$ cat src/rtl/instr_fetch_unit_if.sv
// Fetch unit bus bundle: instruction-memory read channel plus decode-side
// instruction stream.
//   master : the fetch unit (drives mem_req_o/mem_addr_o and the inst stream)
//   slave  : memory + consumer side (drives ack/data and inst_ready_i)
interface instr_fetch_unit_if;
    logic        mem_req_o;
    logic [31:0] mem_addr_o;
    logic        mem_ack_i;
    logic [31:0] mem_data_i;
    logic        inst_valid_o;
    logic [31:0] inst_o;
    logic [31:0] inst_pc_o;
    logic        inst_ready_i;

    modport master (
        output mem_req_o, mem_addr_o, inst_valid_o, inst_o, inst_pc_o,
        input  mem_ack_i, mem_data_i, inst_ready_i
    );

    modport slave (
        input  mem_req_o, mem_addr_o, inst_valid_o, inst_o, inst_pc_o,
        output mem_ack_i, mem_data_i, inst_ready_i
    );
endinterface

$ cat src/rtl/instr_fetch_unit.sv
// Instruction fetch unit: owns the fetch PC, issues one-outstanding word reads
// over a req/ack handshake, buffers returned words with their PCs in a small
// prefetch FIFO and presents the head over valid/ready. A redirect flushes the
// FIFO and restarts fetch at the (word-aligned) target.
// Ports:
//   clk_i, rst_i (async, active-low)
//   start_i        fetch enable
//   redirect_i     flush + reload fetch PC from redirect_pc_i
//   bus            memory channel and instruction stream (master side)
//   count_o        FIFO occupancy
//   misalign_o     sticky misaligned-redirect flag
// Optional feature: define IFU_ALIGN_CHECK_EN to enable the misalign check;
// otherwise misalign_o is tied low.
module instr_fetch_unit #(
    parameter int unsigned DEPTH    = 4,
    parameter logic [31:0] RESET_PC = 32'h0000_0000
) (
    input  logic                    clk_i,
    input  logic                    rst_i,
    input  logic                    start_i,
    input  logic                    redirect_i,
    input  logic [31:0]             redirect_pc_i,
    instr_fetch_unit_if.master      bus,
    output logic [$clog2(DEPTH):0]  count_o,
    output logic                    misalign_o
);
    localparam int unsigned AW = $clog2(DEPTH);
    localparam int unsigned CW = AW + 1;

    typedef enum logic [1:0] {IDLE, REQ, DISCARD} state_t;

    state_t         state_q, state_d;
    logic           req_q, req_d;
    logic [31:0]    addr_q, addr_d;
    logic [31:0]    pc_q, pc_d;
    logic [31:0]    redir_pc;

    logic [31:0]    fifo_inst_q [DEPTH];
    logic [31:0]    fifo_pc_q   [DEPTH];
    logic [AW-1:0]  wr_ptr_q, rd_ptr_q;
    logic [CW-1:0]  count_q, count_nxt;

    logic           ack, push, pop, can_issue;

    assign redir_pc  = redirect_pc_i & 32'hFFFF_FFFC;
    assign ack       = req_q && bus.mem_ack_i;
    // Only a live (non-discarded) transfer not overlapped by a redirect is kept.
    assign push      = ack && (state_q == REQ) && !redirect_i;
    assign pop       = (count_q != '0) && bus.inst_ready_i;
    assign count_nxt = redirect_i ? '0 : count_q + CW'(push) - CW'(pop);
    // Issue only if the slot is guaranteed free when the ack returns.
    assign can_issue = start_i && (count_nxt < CW'(DEPTH));

    // State / request registers
    always_ff @(posedge clk_i or negedge rst_i) begin
        if (!rst_i) begin
            state_q <= IDLE;
            req_q   <= 1'b0;
            addr_q  <= RESET_PC;
            pc_q    <= RESET_PC;
        end else begin
            state_q <= state_d;
            req_q   <= req_d;
            addr_q  <= addr_d;
            pc_q    <= pc_d;
        end
    end

    // Next-state and request control
    always_comb begin
        state_d = state_q;
        req_d   = req_q;
        addr_d  = addr_q;
        pc_d    = pc_q;
        if (redirect_i) begin
            pc_d = redir_pc;
        end
        case (state_q)
            IDLE: begin
                if (can_issue) begin
                    state_d = REQ;
                    req_d   = 1'b1;
                    addr_d  = pc_d;
                end
            end
            REQ: begin
                if (redirect_i && !ack) begin
                    state_d = DISCARD;
                end else if (ack) begin
                    if (!redirect_i) begin
                        pc_d = pc_q + 32'd4;
                    end
                    if (can_issue) begin
                        addr_d = pc_d;
                    end else begin
                        state_d = IDLE;
                        req_d   = 1'b0;
                    end
                end
            end
            DISCARD: begin
                // Stale transfer completes; its data is dropped.
                if (ack) begin
                    if (can_issue) begin
                        state_d = REQ;
                        addr_d  = pc_d;
                    end else begin
                        state_d = IDLE;
                        req_d   = 1'b0;
                    end
                end
            end
            default: begin
                state_d = IDLE;
                req_d   = 1'b0;
            end
        endcase
    end

    // Prefetch FIFO
    always_ff @(posedge clk_i or negedge rst_i) begin
        if (!rst_i) begin
            for (int i = 0; i < int'(DEPTH); i++) begin
                fifo_inst_q[i] <= '0;
                fifo_pc_q[i]   <= '0;
            end
            wr_ptr_q <= '0;
            rd_ptr_q <= '0;
            count_q  <= '0;
        end else begin
            if (redirect_i) begin
                wr_ptr_q <= '0;
                rd_ptr_q <= '0;
            end else begin
                if (push) begin
                    fifo_inst_q[wr_ptr_q] <= bus.mem_data_i;
                    fifo_pc_q[wr_ptr_q]   <= addr_q;
                    wr_ptr_q              <= wr_ptr_q + AW'(1);
                end
                if (pop) begin
                    rd_ptr_q <= rd_ptr_q + AW'(1);
                end
            end
            count_q <= count_nxt;
        end
    end

`ifdef IFU_ALIGN_CHECK_EN
    logic misalign_q;

    // Sticky flag for redirect targets that are not word aligned
    always_ff @(posedge clk_i or negedge rst_i) begin
        if (!rst_i) begin
            misalign_q <= 1'b0;
        end else if (redirect_i && (redirect_pc_i[1:0] != 2'b00)) begin
            misalign_q <= 1'b1;
        end
    end

    assign misalign_o = misalign_q;
`else
    assign misalign_o = 1'b0;
`endif

    assign bus.mem_req_o    = req_q;
    assign bus.mem_addr_o   = addr_q;
    assign bus.inst_valid_o = (count_q != '0);
    assign bus.inst_o       = fifo_inst_q[rd_ptr_q];
    assign bus.inst_pc_o    = fifo_pc_q[rd_ptr_q];
    assign count_o          = count_q;

endmodule

$ cat src/flat_wrapper.sv
// flat-port wrapper written by rule: the top's interface ports become plain ports
module instr_fetch_unit_flat 
#(
    parameter int unsigned DEPTH    = 4,
    parameter logic [31:0] RESET_PC = 32'h0000_0000
)
  (clk_i, rst_i, start_i, redirect_i, redirect_pc_i, count_o, misalign_o, bus_mem_req_o, bus_mem_addr_o, bus_inst_valid_o, bus_inst_o, bus_inst_pc_o, bus_mem_ack_i, bus_mem_data_i, bus_inst_ready_i);
  instr_fetch_unit_if bus_i ();
  input  logic clk_i;
  input  logic rst_i;
  input  logic start_i;
  input  logic redirect_i;
  input  logic [31:0] redirect_pc_i;
  output logic [$clog2(DEPTH):0] count_o;
  output logic misalign_o;
  output wire logic [$bits(bus_i.mem_req_o)-1:0] bus_mem_req_o;
  output wire logic [$bits(bus_i.mem_addr_o)-1:0] bus_mem_addr_o;
  output wire logic [$bits(bus_i.inst_valid_o)-1:0] bus_inst_valid_o;
  output wire logic [$bits(bus_i.inst_o)-1:0] bus_inst_o;
  output wire logic [$bits(bus_i.inst_pc_o)-1:0] bus_inst_pc_o;
  input wire logic [$bits(bus_i.mem_ack_i)-1:0] bus_mem_ack_i;
  input wire logic [$bits(bus_i.mem_data_i)-1:0] bus_mem_data_i;
  input wire logic [$bits(bus_i.inst_ready_i)-1:0] bus_inst_ready_i;
  assign bus_mem_req_o = bus_i.mem_req_o;
  assign bus_mem_addr_o = bus_i.mem_addr_o;
  assign bus_inst_valid_o = bus_i.inst_valid_o;
  assign bus_inst_o = bus_i.inst_o;
  assign bus_inst_pc_o = bus_i.inst_pc_o;
  assign bus_i.mem_ack_i = bus_mem_ack_i;
  assign bus_i.mem_data_i = bus_mem_data_i;
  assign bus_i.inst_ready_i = bus_inst_ready_i;
  instr_fetch_unit #(.DEPTH(DEPTH), .RESET_PC(RESET_PC)) u_core (.clk_i(clk_i), .rst_i(rst_i), .start_i(start_i), .redirect_i(redirect_i), .redirect_pc_i(redirect_pc_i), .bus(bus_i), .count_o(count_o), .misalign_o(misalign_o));
endmodule
$ cat config.mk
export PLATFORM = sky130hd
export DESIGN_NAME = instr_fetch_unit_flat
export DESIGN_NICKNAME = d
export VERILOG_FILES = /design/src/rtl/instr_fetch_unit_if.sv /design/src/rtl/instr_fetch_unit.sv /design/src/flat_wrapper.sv
export SDC_FILE = /design/constraint.sdc
export NUM_CORES = 1
export LEC_CHECK = 0
export ABC_AREA = 1
export BUFFER_PORTS_ARGS = -buffer_cell sky130_fd_sc_hd__clkbuf_2
export CAP_MARGIN = 25
export CORE_MARGIN = 8
export CORE_UTILIZATION = 37
export DETAILED_ROUTE_END_ITERATION = 12
export GPL_ROUTABILITY_DRIVEN = 1
export SETUP_SLACK_MARGIN = 0.2
export SLEW_MARGIN = 0
export SYNTH_ARGS = -nofsm -noshare
export SYNTH_HDL_FRONTEND = slang
export SYNTH_SLANG_ARGS = --single-unit
$ cat constraint.sdc
create_clock -name clk_i -period 3.34 [get_ports clk_i]
set_clock_uncertainty 0.2 [all_clocks]
set_input_delay 0.668 -clock clk_i [delete_from_list [all_inputs] [get_ports clk_i]]
set_output_delay 0.668 -clock clk_i [all_outputs]
set_load 0.02 [all_outputs]
==> flow_summary_export.csv <==
group,metric,value,unit
hold_path,hold_path.startpoint,"bus_inst_ready_i",
critical_path,r2r_cells,18,
sta,period_share,91.8,%
sta,rsz0062_at_grt,"no",
clock_tree,cts_sinks,330,
die,die_h,221,um
die,rows,75,
drt,antenna_left,0,
critical_path,crit_start,"u_core.rd_ptr_q[0]",
synthesis,avgSynthCellArea,7.99,um^2
hold_path,min_path_cells,3,
placement,dpl_worst_slack,0.267,ns
synthesis,synth-seq-area-share,53.3,%
synthesis,syn-cell-area,15500,um^2
synthesis,ys_types,35,
sta,worst-slew-pin-transition,0.649,ns
synthesis,synth_enable_flop_cells,0,
critical_path,r2r-start,"u_core.count_o[1]",
synthesis,synthesis.nets,2025,
critical_path,cp_slowest_cell,"dfrtp_4",
synthesis,syn-instance-count,1942,
critical_path,cp_data_required_time,2.47,ns
die,die_w,221,um
clock_tree,cts_buffer_depth,3,
final_layout,fin_cells,2640,
critical_path,path_max_fanout,32,
die,die-area,48700,um^2
critical_path,cp_data_arrival_time,2.20,ns
drt,routed_wirelength,45200,um
pwr,irDropWorstVdd,0.447,mV
placement,gp_congestion,0.889,
synthesis,yosys-top-cells-area,"dfrtp_1 (53%), nand2_1 (13%), o21ai_1 (8.6%)",
grt,grt_max_degree,130,
clock_tree,cts_buffers,38,
final_layout,drive_above_1_share,14.2,%
clock_tree,cts-root-buf,"clkbuf_16",
synthesis,async_flop_share,100,%
critical_path,crit_cells,5,
synthesis,synth_common_cells,"nand2_1 (523), dfrtp_1 (330), o21ai_1 (268), nor2_1 (196), o21ai_0 (188)",
sta,setup_viol,0,
clock_tree,cts.clk_slew.worst_paths,0.06,ns
drt,drt_first_pass_iters,6,
sta,fmax,0.326,GHz
grt,grt_pass1_wl,70900,um
pwr,p_leak,9.09,nW
grt,grtUsageTotal,18.2,%
clock_tree,clk_latency,0.55,ns
grt,grt_pass1_vias,13100,
critical_path,critPathMaxStageDelay,0.57,ns
grt,gr-total-overflow,0,
die,io_pins,172,
die,initial_utilization,37.2,%
synthesis,yosys.area.top_type,"dfrtp_1",
clock_tree,cts_tree,"done",
hold_path,hp-class,"in -> reg",
drt,vias_per_cell,5.13,
critical_path,critPathTopFamily,"buffers and inverters",
sta,fin_setup_tns,0,ns
placement,dp_hpwl,28300,um
pwr,p_per_area,836,nW/um^2
clock_tree,htreeDepth,2,
synthesis,synth-main-ff-cell,"dfrtp_1",
synthesis,synth-seq-cells,330,
sta,relSlewSlack,56.7,%
drt,vias,13600,
critical_path,crit_path_end_kind,"primary output",
sta,worst_slack,0.274,ns
final_layout,antennaDiodeCount,0,
placement,io_buffers,168,
critical_path,path_buf_inv,3,
synthesis,ys_warn_count,0,
critical_path,crit_type,"reg -> out",
critical_path,startpoint_type,"flop",
final_layout,nets,2157,
run,max_cap_violations,0,
final_layout,final_util,44.3,%
grt,antenna_found_initial,1,
sta,drv_slew,0,
drt,drt-initial-drc-count,1198,
outcome,status,"complete, no violations",
final_layout,syn2layout_area_growth,19.0,%
synthesis,synth_top_area_share,53.3,%
critical_path,crit_chain,"clkinv_8 > buf_4 > o21ai_0 > o22ai_1 > clkbuf_2",
sta,hold_viol_final,0,
drt,wl_per_cell,17.1,um
placement,placed_cells,2567,
die,core-area,41700,um^2
synthesis,synth_most_common_cell,"nand2_1",
drt,drc,0,
sta,min_period,3.07,ns
==> report_power, final <==
group / switching [mW] / leakage (nW) / internal [mW]
sequential: 0.600 / 4.42 / 4.76
clock: 1.68 / 0.628 / 2.60
combinational: 3.93 / 4.04 / 1.85
==> cell type report <==
class | count | area (um^2)
flip-flops and latches | 330 | 8260
inverters | 135 | 522
clock buffers | 56 | 1140
well taps | 539 | 674
repair buffers | 218 | 1520
multi-input cells | 1351 | 6200
fillers | 4194 | 23200
clock inverters | 11 | 143
==> registers in the layout, summed over array words and instances (netlist names) <==
name,flops
u_core.fifo_inst_q,128
u_core.fifo_pc_q,128
u_core.bus.mem_addr_o,32
u_core.pc_q,32
u_core.count_o,3
u_core.rd_ptr_q,2
u_core.state_q,2
u_core.wr_ptr_q,2
u_core.bus.mem_req_o,1
==> worst reg2reg max path: cells and delay by family, from the launching register on <==
kind,cells,cell delay (ns)
adders and majority gates,3,0.78
buffers and inverters,7,0.68
DFF,1,0.42
and+or+nand+nor,8,0.73
==> layer usage <==
metal  part of all wire, %  vias to the layer above  wire, um  track usage (%)
li1                      -                     6616         -                -
met1                    46                     6435     20800             25.0
met2                    45                      431     20300             28.8
met3                   6.6                       69      2960             3.87
met4                   2.4                        2      1100             4.87
met5                 0.029                        -        13                0
==> cells by family after synthesis <==
logic type,synth area share (%)
and+or+nand+nor,19.7
DFF,53.3
muxes,0.129
other,0.0242
AOI/OAI and AO/OA,18.7
adders and majority gates,1.10
buffers and inverters,7.11
==> metrics by stage <==
stage / power [mW] / area [um^2] / hold slack [ns]
2_1_floorplan: 8.91 / 15500 / 0.172
3_3_place_gp: 11.0 / 17000 / 0.240
3_5_place_dp: 11.1 / 17000 / 0.245
4_1_cts: 15.4 / 18300 / 0.156
5_1_grt: 16.4 / 18500 / 0.191
6_report: 15.4 / 18500 / 0.199
==> cells in the final DEF, fill, tap and decap left out, types with 3 or more instances in the layout <==
cell type | synthesis | layout
a21boi_0 | 3 | 3
a21oi_1 | 18 | 18
a31oi_1 | 7 | 7
buf_12 | 0 | 17
buf_4 | 6 | 28
bufinv_16 | 0 | 3
clkbuf_1 | 48 | 7
clkbuf_16 | 0 | 41
clkbuf_2 | 0 | 167
clkbuf_8 | 0 | 10
clkinv_2 | 0 | 4
dfrtp_1 | 330 | 328
ha_1 | 12 | 12
inv_1 | 131 | 129
inv_2 | 2 | 3
nand2_1 | 523 | 519
nand2_4 | 0 | 4
nand3_1 | 47 | 46
nand4_1 | 5 | 5
nor2_1 | 196 | 196
o21ai_0 | 188 | 188
o21ai_1 | 268 | 268
o22ai_1 | 66 | 65
==> worst paths after layout <==
| check | to | slack, ns |
|---|---|---|
| hold reg to reg | u_core.pc_q[0] | 0.26 |
| setup reg to reg | u_core.bus.mem_addr_o[18] | 0.48 |
| hold / removal | u_core.rd_ptr_q[0] | 0.20 |
| min in group asynchronous | u_core.fifo_inst_q[123] | 0.49 |
| max in group asynchronous | u_core.bus.mem_addr_o[20] | 1.61 |
| setup / recovery | bus_inst_pc_o[6] | 0.27 |
==> what timing repair did <==
item | CTS | global route
hold endpoints to repair | 62 | 0
resized for setup | 2 | 5
hold buffers | 1 | 0
cloned | 0 | 2
setup buffers | 0 | 3
pin swaps | 0 | 1
endpoints found under the setup margin | 12 | 35
(Power assumes the default switching activity.)
